### src/rtl/mesi_snoop_arbiter_pkg.sv
`default_nettype none
// ============================================================================
// Module   : mesi_pkg
// Purpose  : Shared encodings for the snoop bus. The cache-side MESI
//            controllers use the same encodings, so these values must stay
//            stable.
// Contents : bus_op_t     - broadcast bus operation
//            snoop_res_t  - combined snoop response
//            arb_state_t  - snoop arbiter sequencer state
//            combine_snoop() - priority reduction HITM > HIT > NOHIT
// Revision : 1.0 - initial release
// ============================================================================
package mesi_pkg;

    typedef enum logic [1:0] {
        OP_READ       = 2'd0,
        OP_RFO        = 2'd1,
        OP_INVALIDATE = 2'd2,
        OP_WRITEBACK  = 2'd3
    } bus_op_t;

    typedef enum logic [1:0] {
        RES_NOHIT = 2'd0,
        RES_HIT   = 2'd1,
        RES_HITM  = 2'd2
    } snoop_res_t;

    typedef enum logic [1:0] {
        ST_IDLE  = 2'd0,
        ST_BUS   = 2'd1,
        ST_SNOOP = 2'd2,
        ST_RESP  = 2'd3
    } arb_state_t;

    // A modified copy anywhere dominates a clean copy.
    function automatic snoop_res_t combine_snoop(input logic any_hit,
                                                 input logic any_hitm);
        snoop_res_t res;
        res = RES_NOHIT;
        if (any_hitm) begin
            res = RES_HITM;
        end else if (any_hit) begin
            res = RES_HIT;
        end
        return res;
    endfunction

endpackage
`default_nettype wire

### src/rtl/mesi_snoop_arbiter_if.sv
`default_nettype none
// ============================================================================
// Module   : mesi_snoop_arbiter_if
// Purpose  : Request, broadcast and snoop-response signals between the
//            snoop arbiter and the N cache controllers.
// Modports : master - arbiter side (drives gnt/done/result/bus_*)
//            slave  - cache side   (drives req*/snoop_*)
// Signals  : req, req_op, req_addr      per-cache request, op, line address
//            gnt, done, result          grant, completion pulse, snoop result
//            bus_valid/op/addr/src      broadcast strobe and payload
//            snoop_hit, snoop_hitm      per-cache snoop responses
// Revision : 1.0 - initial release
// ============================================================================
interface mesi_snoop_arbiter_if #(
    parameter int N_CACHES = 4,
    parameter int ADDR_W   = 32
) ();
    localparam int SRC_W = $clog2(N_CACHES);

    logic [N_CACHES-1:0]        req;
    logic [2*N_CACHES-1:0]      req_op;
    logic [ADDR_W*N_CACHES-1:0] req_addr;
    logic [N_CACHES-1:0]        gnt;
    logic [N_CACHES-1:0]        done;
    logic [1:0]                 result;
    logic                       bus_valid;
    logic [1:0]                 bus_op;
    logic [ADDR_W-1:0]          bus_addr;
    logic [SRC_W-1:0]           bus_src;
    logic [N_CACHES-1:0]        snoop_hit;
    logic [N_CACHES-1:0]        snoop_hitm;

    modport master (
        input  req, req_op, req_addr, snoop_hit, snoop_hitm,
        output gnt, done, result, bus_valid, bus_op, bus_addr, bus_src
    );

    modport slave (
        output req, req_op, req_addr, snoop_hit, snoop_hitm,
        input  gnt, done, result, bus_valid, bus_op, bus_addr, bus_src
    );
endinterface
`default_nettype wire

### src/rtl/mesi_snoop_arbiter_rr_pick.sv
`default_nettype none
// ============================================================================
// Module   : mesi_rr_pick
// Purpose  : Combinational round-robin picker. Searches req starting at
//            ptr+1 (mod N) and returns the first set index.
// Ports    : req_i   [N]      request vector
//            ptr_i   [IDX_W]  index of the most recent winner
//            idx_o   [IDX_W]  winning index (0 when nothing requests)
//            valid_o          at least one request present
// Revision : 1.0 - initial release
// ============================================================================
module mesi_rr_pick #(
    parameter int N     = 4,
    parameter int IDX_W = $clog2(N)
) (
    input  wire logic [N-1:0]     req_i,
    input  wire logic [IDX_W-1:0] ptr_i,
    output logic      [IDX_W-1:0] idx_o,
    output logic                  valid_o
);
    // Walk the search order backwards so the last hit written is the one
    // nearest ptr+1; this keeps the loop free of break/disable.
    always_comb begin
        idx_o   = '0;
        valid_o = 1'b0;
        for (int i = N; i >= 1; i--) begin
            if (req_i[(int'(ptr_i) + i) % N]) begin
                idx_o   = IDX_W'((int'(ptr_i) + i) % N);
                valid_o = 1'b1;
            end
        end
    end
endmodule
`default_nettype wire

### src/rtl/mesi_snoop_arbiter.sv
`default_nettype none
// ============================================================================
// Module   : mesi_snoop_arbiter
// Purpose  : Round-robin arbiter and sequencer for the shared snoop bus.
//            Grants one cache, broadcasts its operation for one cycle,
//            gathers snoop responses over SNOOP_LAT cycles and returns the
//            combined result with a one-cycle done pulse.
// Ports    : clk               clock, rising edge
//            reset             synchronous, active-low
//            arb (master)      request / broadcast / snoop interface
//            stat_txn  [32]    completed transactions (optional)
//            stat_hitm [32]    completions with HITM result (optional)
// Config   : MESI_SNOOP_ARB_STATS_EN - adds the stat_txn/stat_hitm counters
// Revision : 1.0 - initial release
// ============================================================================
module mesi_snoop_arbiter
    import mesi_pkg::*;
#(
    parameter int N_CACHES  = 4,
    parameter int ADDR_W    = 32,
    parameter int SNOOP_LAT = 2
) (
    input  wire logic               clk,
    input  wire logic               reset,
    mesi_snoop_arbiter_if.master    arb
`ifdef MESI_SNOOP_ARB_STATS_EN
    ,
    output logic [31:0]             stat_txn,
    output logic [31:0]             stat_hitm
`endif
);
    localparam int IDX_W = $clog2(N_CACHES);
    localparam int CNT_W = (SNOOP_LAT > 1) ? $clog2(SNOOP_LAT) : 1;
    localparam logic [N_CACHES-1:0] ONE = {{(N_CACHES-1){1'b0}}, 1'b1};

    // Sequencer and datapath registers
    arb_state_t           state_q, state_d;
    logic [IDX_W-1:0]     ptr_q, ptr_d;
    logic [IDX_W-1:0]     src_q, src_d;
    bus_op_t              op_q, op_d;
    logic [ADDR_W-1:0]    addr_q, addr_d;
    logic [CNT_W-1:0]     cnt_q, cnt_d;
    logic [N_CACHES-1:0]  hit_q, hit_d;
    logic [N_CACHES-1:0]  hitm_q, hitm_d;

    // Output registers
    logic [N_CACHES-1:0]  gnt_q, gnt_d;
    logic [N_CACHES-1:0]  done_q, done_d;
    snoop_res_t           result_q, result_d;
    logic                 bus_valid_q, bus_valid_d;

    logic [IDX_W-1:0]     pick_idx;
    logic                 pick_valid;
    logic [N_CACHES-1:0]  srcmask;

    mesi_rr_pick #(
        .N     (N_CACHES),
        .IDX_W (IDX_W)
    ) u_pick (
        .req_i   (arb.req),
        .ptr_i   (ptr_q),
        .idx_o   (pick_idx),
        .valid_o (pick_valid)
    );

    assign srcmask = ONE << src_q;

    // ------------------------------------------------------------------
    // State register (sequencer, datapath and outputs)
    // ------------------------------------------------------------------
    always_ff @(posedge clk) begin
        if (!reset) begin
            state_q     <= ST_IDLE;
            ptr_q       <= IDX_W'(N_CACHES - 1);  // cache 0 searched first
            src_q       <= '0;
            op_q        <= OP_READ;
            addr_q      <= '0;
            cnt_q       <= '0;
            hit_q       <= '0;
            hitm_q      <= '0;
            gnt_q       <= '0;
            done_q      <= '0;
            result_q    <= RES_NOHIT;
            bus_valid_q <= 1'b0;
        end else begin
            state_q     <= state_d;
            ptr_q       <= ptr_d;
            src_q       <= src_d;
            op_q        <= op_d;
            addr_q      <= addr_d;
            cnt_q       <= cnt_d;
            hit_q       <= hit_d;
            hitm_q      <= hitm_d;
            gnt_q       <= gnt_d;
            done_q      <= done_d;
            result_q    <= result_d;
            bus_valid_q <= bus_valid_d;
        end
    end

    // ------------------------------------------------------------------
    // Next-state logic
    // ------------------------------------------------------------------
    always_comb begin
        state_d = state_q;
        ptr_d   = ptr_q;
        src_d   = src_q;
        op_d    = op_q;
        addr_d  = addr_q;
        cnt_d   = cnt_q;
        hit_d   = hit_q;
        hitm_d  = hitm_q;
        case (state_q)
            ST_IDLE: begin
                if (pick_valid) begin
                    src_d   = pick_idx;
                    op_d    = bus_op_t'(arb.req_op[2*int'(pick_idx) +: 2]);
                    addr_d  = arb.req_addr[ADDR_W*int'(pick_idx) +: ADDR_W];
                    state_d = ST_BUS;
                end
            end
            ST_BUS: begin
                hit_d  = '0;
                hitm_d = '0;
                if (op_q == OP_WRITEBACK) begin
                    state_d = ST_RESP;
                end else begin
                    cnt_d   = CNT_W'(SNOOP_LAT - 1);
                    state_d = ST_SNOOP;
                end
            end
            ST_SNOOP: begin
                // The requester never snoops itself.
                hit_d  = hit_q  | (arb.snoop_hit  & ~srcmask);
                hitm_d = hitm_q | (arb.snoop_hitm & ~srcmask);
                if (cnt_q == '0) begin
                    state_d = ST_RESP;
                end else begin
                    cnt_d = cnt_q - 1'b1;
                end
            end
            ST_RESP: begin
                ptr_d   = src_q;
                state_d = ST_IDLE;
            end
            default: begin
                state_d = ST_IDLE;
            end
        endcase
    end

    // ------------------------------------------------------------------
    // Output logic: decoded from the next state so every output leaves a
    // flop and lines up with the cycle its state is occupied.
    // ------------------------------------------------------------------
    always_comb begin
        gnt_d       = '0;
        done_d      = '0;
        result_d    = RES_NOHIT;
        bus_valid_d = (state_d == ST_BUS);
        if (state_d != ST_IDLE) begin
            gnt_d = ONE << src_d;
        end
        if (state_d == ST_RESP) begin
            done_d = ONE << src_d;
            if (op_d != OP_WRITEBACK) begin
                result_d = combine_snoop(|hit_d, |hitm_d);
            end
        end
    end

    assign arb.gnt       = gnt_q;
    assign arb.done      = done_q;
    assign arb.result    = result_q;
    assign arb.bus_valid = bus_valid_q;
    assign arb.bus_op    = op_q;
    assign arb.bus_addr  = addr_q;
    assign arb.bus_src   = src_q;

`ifdef MESI_SNOOP_ARB_STATS_EN
    logic [31:0] stat_txn_q;
    logic [31:0] stat_hitm_q;

    always_ff @(posedge clk) begin
        if (!reset) begin
            stat_txn_q  <= '0;
            stat_hitm_q <= '0;
        end else if (state_q == ST_RESP) begin
            stat_txn_q <= stat_txn_q + 32'd1;
            if (result_q == RES_HITM) begin
                stat_hitm_q <= stat_hitm_q + 32'd1;
            end
        end
    end

    assign stat_txn  = stat_txn_q;
    assign stat_hitm = stat_hitm_q;
`endif

endmodule
`default_nettype wire

### src/flat_wrapper.sv
// flat-port wrapper written by rule: the top's interface ports become plain ports
module mesi_snoop_arbiter_flat import mesi_pkg::*;
#(
    parameter int N_CACHES  = 4,
    parameter int ADDR_W    = 32,
    parameter int SNOOP_LAT = 2
)
  (clk, reset, arb_req, arb_req_op, arb_req_addr, arb_snoop_hit, arb_snoop_hitm, arb_gnt, arb_done, arb_result, arb_bus_valid, arb_bus_op, arb_bus_addr, arb_bus_src);
  mesi_snoop_arbiter_if #(.N_CACHES(N_CACHES), .ADDR_W(ADDR_W)) arb_i ();
  input  wire logic clk;
  input  wire logic reset;
  input wire logic [$bits(arb_i.req)-1:0] arb_req;
  input wire logic [$bits(arb_i.req_op)-1:0] arb_req_op;
  input wire logic [$bits(arb_i.req_addr)-1:0] arb_req_addr;
  input wire logic [$bits(arb_i.snoop_hit)-1:0] arb_snoop_hit;
  input wire logic [$bits(arb_i.snoop_hitm)-1:0] arb_snoop_hitm;
  output wire logic [$bits(arb_i.gnt)-1:0] arb_gnt;
  output wire logic [$bits(arb_i.done)-1:0] arb_done;
  output wire logic [$bits(arb_i.result)-1:0] arb_result;
  output wire logic [$bits(arb_i.bus_valid)-1:0] arb_bus_valid;
  output wire logic [$bits(arb_i.bus_op)-1:0] arb_bus_op;
  output wire logic [$bits(arb_i.bus_addr)-1:0] arb_bus_addr;
  output wire logic [$bits(arb_i.bus_src)-1:0] arb_bus_src;
  assign arb_i.req = arb_req;
  assign arb_i.req_op = arb_req_op;
  assign arb_i.req_addr = arb_req_addr;
  assign arb_i.snoop_hit = arb_snoop_hit;
  assign arb_i.snoop_hitm = arb_snoop_hitm;
  assign arb_gnt = arb_i.gnt;
  assign arb_done = arb_i.done;
  assign arb_result = arb_i.result;
  assign arb_bus_valid = arb_i.bus_valid;
  assign arb_bus_op = arb_i.bus_op;
  assign arb_bus_addr = arb_i.bus_addr;
  assign arb_bus_src = arb_i.bus_src;
  mesi_snoop_arbiter #(.N_CACHES(N_CACHES), .ADDR_W(ADDR_W), .SNOOP_LAT(SNOOP_LAT)) u_core (.clk(clk), .reset(reset), .arb(arb_i));
endmodule
### config.mk
export PLATFORM = sky130hd
export DESIGN_NAME = mesi_snoop_arbiter_flat
export DESIGN_NICKNAME = d
export VERILOG_FILES = /design/src/rtl/mesi_snoop_arbiter_pkg.sv /design/src/rtl/mesi_snoop_arbiter_if.sv /design/src/rtl/mesi_snoop_arbiter_rr_pick.sv /design/src/rtl/mesi_snoop_arbiter.sv /design/src/flat_wrapper.sv
export SDC_FILE = /design/constraint.sdc
export NUM_CORES = 1
export LEC_CHECK = 0
export CORE_MARGIN = 2
export CORE_UTILIZATION = 43
export CTS_CLUSTER_DIAMETER = 100
export DETAILED_ROUTE_END_ITERATION = 10
export GPL_ROUTABILITY_DRIVEN = 0
export MAX_ROUTING_LAYER = met4
export PLACE_DENSITY = 0.9
export SYNTH_ARGS = -nofsm -noshare
export SYNTH_HDL_FRONTEND = slang
export SYNTH_SLANG_ARGS = --single-unit
### constraint.sdc
create_clock -name clk -period 3.86 [get_ports clk]
set_input_delay 0.772 -clock clk [delete_from_list [all_inputs] [get_ports clk]]
set_output_delay 0.772 -clock clk [all_outputs]
set_load 0.02 [all_outputs]
Word level (Yosys, flattened, before mapping)
Cells that the tools add are included.
{"block": "totals", "regBits": 60, "latchBits": 0, "ramBits": 0, "rom_bits": 0, "input_bits": 150, "output_inout_bits": 47, "word_cells": 96, "n_memories": 0}
{"block": "op_classes", "add_sub_neg": 5, "mul": 0, "n_div": 0, "n_lt_le_gt_ge": 4, "eq_ne": 8, "shifts": 4, "mux": 35, "bitwise_logic": 12, "n_reduce_logical": 15}
{"op": "variable part select 128 x 8 -> 32 bit", "count": 1}
{"op": "2-to-1 mux 2 bit", "count": 11}
{"op": "< comparator 3 x 4 -> 1 bit, second input constant", "count": 4}
{"op": "2-to-1 mux 1 bit", "count": 16}
{"op": "case mux 4 bit (2 select lines)", "count": 2}
{"op": "bitwise AND 4 bit", "count": 2}
{"op": "binary-select mux 1 bit (select 2 bit)", "count": 4}
{"op": "== test 2 bit, second input constant", "count": 4}
{"op": "bitwise OR 4 bit", "count": 2}
{"op": "case mux 2 bit (4 select lines)", "count": 1}
{"op": "AND reduction 2 bit", "count": 4}
{"op": "OR reduction 2 bit", "count": 4}
{"op": "OR reduction 4 bit", "count": 2}
{"op": "variable part select 8 x 4 -> 2 bit", "count": 1}
{"op": "<< shifter 1 x 2 -> 4 bit, first input constant", "count": 2}
{"op": "OR reduction 7 bit", "count": 1}
{"op": "adder 2 x 1 -> 2 bit, second input constant", "count": 2}
{"op": "adder 2 bit, second input constant", "count": 2}
{"op": "bitwise AND 1 bit, first input constant", "count": 4}
{"op": "== test 2 x 1 -> 1 bit, second input constant", "count": 2}
{"op": "inequality test 2 bit, second input constant", "count": 2}
{"op": "inverter 4 bit", "count": 1}
{"op": "nonzero test 2 bit", "count": 2}
{"op": "inverter 1 bit", "count": 3}
{"op": "4 further kinds", "count": 4}

Logic depth before layout (Yosys ltp)
{"block": "depth", "ltp_word": 16, "depth_mapped": 9, "mapped_depth_nobuf": 8}

Hierarchy
From an unflattened synthesis, not the netlist that was laid out.
{"block": "hier_totals", "cells_unflattened": 315, "hier_area_um2": 3199.3}
{"mod": "mesi_snoop_arbiter", "instances": 1, "cells_per_inst": 301, "area_per_inst_um2": 3108.0}
{"mod": "mesi_rr_pick", "instances": 1, "cells_per_inst": 14, "area_per_inst_um2": 91.3}

Worst setup path before layout
No wires, ideal clock.
{"block": "synth_path", "kind": "input port to flip-flop", "startpoint": "input port arb_req[1]", "endpoint": "register u_core.src_q[0] (netlist: u_core.arb.bus_src[0])", "setup_time_ps": 115, "arrival_time_ps": 2048, "required_time_ps": 3745, "path_slack_ps": 1697, "path_stages": 5, "n_path_buf": 1, "cell_sequence": "or4_1 nand2_1 buf_6 mux2_2 and2_1"}
{"block": "synth_between", "elab_chain_len": 9, "word_cells_on_any_way": 22}
{"item": "from (decl)", "line": "flat_wrapper.sv:12", "rtl": "input wire logic [$bits(arb_i.req)-1:0] arb_req;"}
{"item": "binary-select mux 1 bit (select 2 bit)", "line": "mesi_snoop_arbiter_rr_pick.sv:27", "rtl": "if (req_i[(int'(ptr_i) + i) % N]) begin"}
{"item": "2-to-1 mux 1 bit (not written as such) (2 in a row)", "line": "mesi_snoop_arbiter_rr_pick.sv:27"}
{"item": "2-to-1 mux 2 bit or 2-to-1 mux 1 bit (tied branches) (4 in a row)", "line": "mesi_snoop_arbiter_rr_pick.sv:27"}
{"item": "2-to-1 mux 2 bit (*)", "line": "mesi_snoop_arbiter.sv:115", "rtl": "if (pick_valid) begin"}
{"item": "2-to-1 mux 2 bit (*)", "line": "mesi_snoop_arbiter.sv:113", "rtl": "case (state_q)"}
{"item": "to (signal assigned)", "line": "mesi_snoop_arbiter.sv:88", "rtl": "src_q <= src_d;"}
{"item": "to (decl)", "line": "mesi_snoop_arbiter.sv:39", "rtl": "logic [IDX_W-1:0] src_q, src_d;"}
Mark *: on every way between the ends. The rest lies on a longest branch, timed or not. The select of a mux whose other input is x is not followed.
A chain may end at the register's enable or synchronous reset.

Final worst setup path
{"block": "layout_path", "startpoint": "input port arb_req[1]", "endpoint": "register u_core.result_q[0] (netlist: u_core.arb.result[0])"}
{"block": "layout_between", "elab_chain_len": 13, "word_cells_on_any_way": 30}
{"item": "binary-select mux 1 bit (select 2 bit)", "line": "mesi_snoop_arbiter_rr_pick.sv:27"}
{"item": "2-to-1 mux 1 bit (not written as such) (2 in a row)", "line": "mesi_snoop_arbiter_rr_pick.sv:27"}
{"item": "2-to-1 mux 2 bit (4 in a row)", "line": "mesi_snoop_arbiter_rr_pick.sv:27"}
{"item": "variable part select 8 x 4 -> 2 bit", "line": "mesi_snoop_arbiter.sv:117", "rtl": "op_d = bus_op_t'(arb.req_op[2*int'(pick_idx) +: 2]);"}
{"item": "2-to-1 mux 2 bit", "line": "mesi_snoop_arbiter.sv:115"}
{"item": "2-to-1 mux 2 bit", "line": "mesi_snoop_arbiter.sv:113"}
{"item": "inequality test 2 bit", "line": "mesi_snoop_arbiter.sv:166", "rtl": "if (op_d != OP_WRITEBACK) begin"}
{"item": "inverter 1 bit (no line)"}
{"item": "OR reduction 7 bit (no line) (*)"}
{"item": "to (signal assigned)", "line": "mesi_snoop_arbiter.sv:96", "rtl": "result_q <= result_d;"}
{"item": "to (decl)", "line": "mesi_snoop_arbiter.sv:49", "rtl": "snoop_res_t result_q, result_d;"}
Marked as above.

==> flow_results.org <==
** Die
- From bottom edge to top edge, the die measures between 90 and 100 µm.
- Area of the die :: a little over 9000 µm²
- Count of pins on the block boundary :: between 150 and 200
- The floorplan has 33 rows.
- For this configuration, the core starts out at a cell density of ~44%.
- The die is about 96 µm wide.
- The core region is ~8300 µm².

** Yosys
- Counting flops and latches in the post-synthesis netlist gives 60.
- Top-count cell post-synth :: sky130_fd_sc_hd__dfxtp_1
- For this run, the leading register cell type out of synthesis is sky130_fd_sc_hd__dfxtp_1.
- Synth warnings :: 0
- Mean cell area of the mapped netlist :: between 9 and 10 µm²
- The cell area that synthesis handed to floorplanning was 3671 µm².
- The biggest area contributor in the post-synthesis netlist is sky130_fd_sc_hd__dfxtp_1.
- The number of different library cells used by synthesis comes to 45.
- Top cell type's share of synthesized area :: about a third
- Mapped Cells :: 397
- The synthesized design contains 0 enable-type register cells.
- For this run, the register share of the synthesized area comes to roughly a third.
- Synthesis produced a netlist with a net count of between 500 and 600.
- Post-synth ARST share :: 0%
- Sorting the synthesized cells by area gives the leading types as sky130_fd_sc_hd__dfxtp_1 33%, sky130_fd_sc_hd__mux2i_1 10%, sky130_fd_sc_hd__a21boi_2 8.9%.
- By count the netlist is led by 60 x sky130_fd_sc_hd__dfxtp_1, 42 x sky130_fd_sc_hd__nand2_1, 37 x sky130_fd_sc_hd__mux2i_1.

** Worst setup path
- For the worst setup path, the data arrival time is ~3.2 ns.
- Setup slack on the worst flop-to-flop path :: around 1.4 ns
- Counting cells, the worst reg-to-reg path comes to 7.
- Max Fanout on Critical Path :: 33
- The worst setup path is launched from an input pin.
- The worst setup path is of the in2reg kind.
- For the worst setup path, the data required time is 4.07 ns.
- Capturing element type of the critical path :: flop

** Place
- Half-perimeter wire length after placement :: around 8.6 mm
- Buffers placed on the I/O ports in this run total approximately 200.
- Cell Count Post-Placement :: slightly below 700
- After detailed placement, the total cell area comes to between 5000 and 6000 µm².

** Global routing
- The number of global-route vias before repair is around 3.6k.
- GRT Total Usage :: 24.97%
- Grt total ovfl :: 0
- Entering global routing, the biggest net connects between 40 and 50 pins.
- The number of antenna violations at the first check in global routing came to 0.
- The first global-routing pass estimated about 18 mm of wire.

** Finish
- Summing all flip-flop and latch instances after layout gives 1201 µm².
- Fraction of layout instances using a drive strength above 1 :: ~11%
- Cell area after layout :: about 5800 µm²
- Fill cells in the final layout number roughly 660.
- 0 antenna diodes ended up in the layout.
- Once layout is complete, the utilization of the core stands at a little over two thirds.
- The multi-input combinational cells in the finished layout cover a total of about 2200 µm².
- For this run, the post-layout net count is 734.
- For this run, the number of standard cells in the final layout without fillers is slightly below 700.
- Relative to the synthesized area, the layout overhead comes to 58.66%.

** Job
- Max capacitance violation total :: 0

** Clock tree
- After clock tree synthesis, the clock-pin slew on the worst setup and hold paths is 0.07 ns.
- Clock Path Buffers :: 2
- In this run, post-CTS repair resized a total of 0 instances.
- TritonCTS clock tree :: yes
- Cts-stage hold buffer count :: 0
- The number of setup buffers added after CTS is 0.
- The clock net in this run drives a total of 60 sinks.
- H-tree levels :: 3
- Clock tree synthesis selected as its root buffer the cell sky130_fd_sc_hd__clkbuf_8.
- The clock reaches the later pin of the worst-skew pair after 0.34 ns.
- CTS buffer count :: 9

** STA
- For the final database, setup skew stands at a little under 0.009 ns.
- The final number of hold-violating endpoints came to 0.
- Dividing the final minimum period by the clock period gives 76.52%.
- Timing would allow up to between 0.3 and 0.4 GHz.
- Setup repair after global routing left no endpoint under its margin.
- The tightest hold path in the finished design has a slack of 0.4620 ns.
- The worst pin sits at a relative slew slack of around 37%.
- Setup violations remaining at the end of the flow were counted as 0.
- Subtracting the final worst setup slack from the clock period gives approximately 3 ns.
- After routing, the total negative slack on setup checks comes to 0 ns.
- For the pin with the worst max-slew slack, the measured transition is 0.9439 ns.
- Max-slew violation count :: 0

** Run status
- Run status :: complete, no violations

** Route
- Total number of vias :: between 3k and 4k
- After detailed routing, the total wire length is approximately 12 mm.
- After the first detailed-routing iteration, the DRC count stood at around 110.
- After detailed routing, the number of remaining DRC violations is 0.
- Pre-antenna DRT Iters :: 4
- Using the TritonRoute via totals, the vias-per-cell ratio works out to approximately 5.5.
- Remaining number of nets flagged by the antenna check after routing :: 0
- Drt wl/cell :: around 17 µm

** Power
- The analysis attributes to cell leakage a power of approximately 2.3 nW.
- Across the VDD grid, the largest voltage drop is 0.0003852 V.
- Power spread over the standard cell area amounts to ~560 nW/µm².

** Worst hold path
- Number of cells on the worst hold path :: 2
- The path class of the tightest hold or removal check is reg2reg.
## stage by stage
stage / worst slack, ns / power [mW]
detailed placement: 0.6360 / 2.655
global route: 0.7448 / 3.487
CTS: 0.9383 / 3.301
finish: 0.9064 / 3.283
global placement: 0.6860 / 2.600
floorplan: 1.697 / 2.076
## kinds of logic (layout without fill, tap and decap cells)
group	count (synthesis)	in the layout	synth area share, %
compound gates	129	129	30.16
fa+ha+maj	5	5	1.704
buf+inv	40	227	6.919
flops	60	60	32.72
mux	38	38	10.40
simple gates	125	125	18.10
## placed cells by master (no fill, tap or decap), drive strengths merged, types with 2 or more instances in the layout
cell	count
nand4	2
nand2	42
mux2i	37
o311ai	2
nor2b	3
o21a	2
and2	13
nor2	17
a211o	33
inv	8
a21o	2
nand3	2
buf	9
a211oi	33
a21oi	10
and3	32
bufinv	2
clkdlybuf4s50	196
nand2b	8
a31oi	5
clkinvlp	2
ha	5
nor3b	2
dfxtp	60
a21boi	33
clkbuf	9
## final timing paths
check	startpoint	to
max	arb_req[1]	u_core.arb.result[0]
min	u_core.arb.bus_addr[17]	u_core.arb.bus_addr[17]
max reg2reg	u_core.state_q[0]	u_core.arb.result[0]
min reg2reg	u_core.arb.bus_addr[17]	u_core.arb.bus_addr[17]
## flip-flops by register name (all words and copies together) (netlist names)
signal	cells
u_core.arb.bus_addr	32
u_core.state_q	2
u_core.arb.bus_valid	1
u_core.ptr_q	2
u_core.arb.gnt	4
u_core.arb.bus_op	2
u_core.arb.bus_src	2
u_core.cnt_q	1
u_core.arb.result	2
u_core.hitm_q	4
u_core.arb.done	4
u_core.hit_q	4
## power breakdown
group	switching, mW	leakage [nW]	internal [mW]
registers	0.107	0.493	0.805
clock network	0.269	0.106	0.366
logic	0.920	1.68	0.817
total	1.30	2.28	1.99
## metal layers
metal	vias to the layer above	global-route usage (%)	routed length [µm]
li1	1829	-	-
met1	1795	28.63	4574
met2	162	42.88	5627
met3	33	5.198	994
met4	0	9.624	355
met5	-	-	0
## critical path: stages
cell and delay, ns:
sky130_fd_sc_hd__clkdlybuf4s50_1 0.50, sky130_fd_sc_hd__o211ai_1 0.81, sky130_fd_sc_hd__nand2_1 0.10, sky130_fd_sc_hd__buf_4 0.29, sky130_fd_sc_hd__o311ai_1 0.54, sky130_fd_sc_hd__a21oi_1 0.14
## final cells by class
type	instances	share of cell area [%]
clock buffer	9	2.127
clock inverter	7	1.676
inverter	6	0.3867
multi-input combinational	297	38.09
sequential	60	20.62
tap	105	2.256
timing repair buffer	205	34.84
Note: power is estimated with default switching activity, not from simulation.
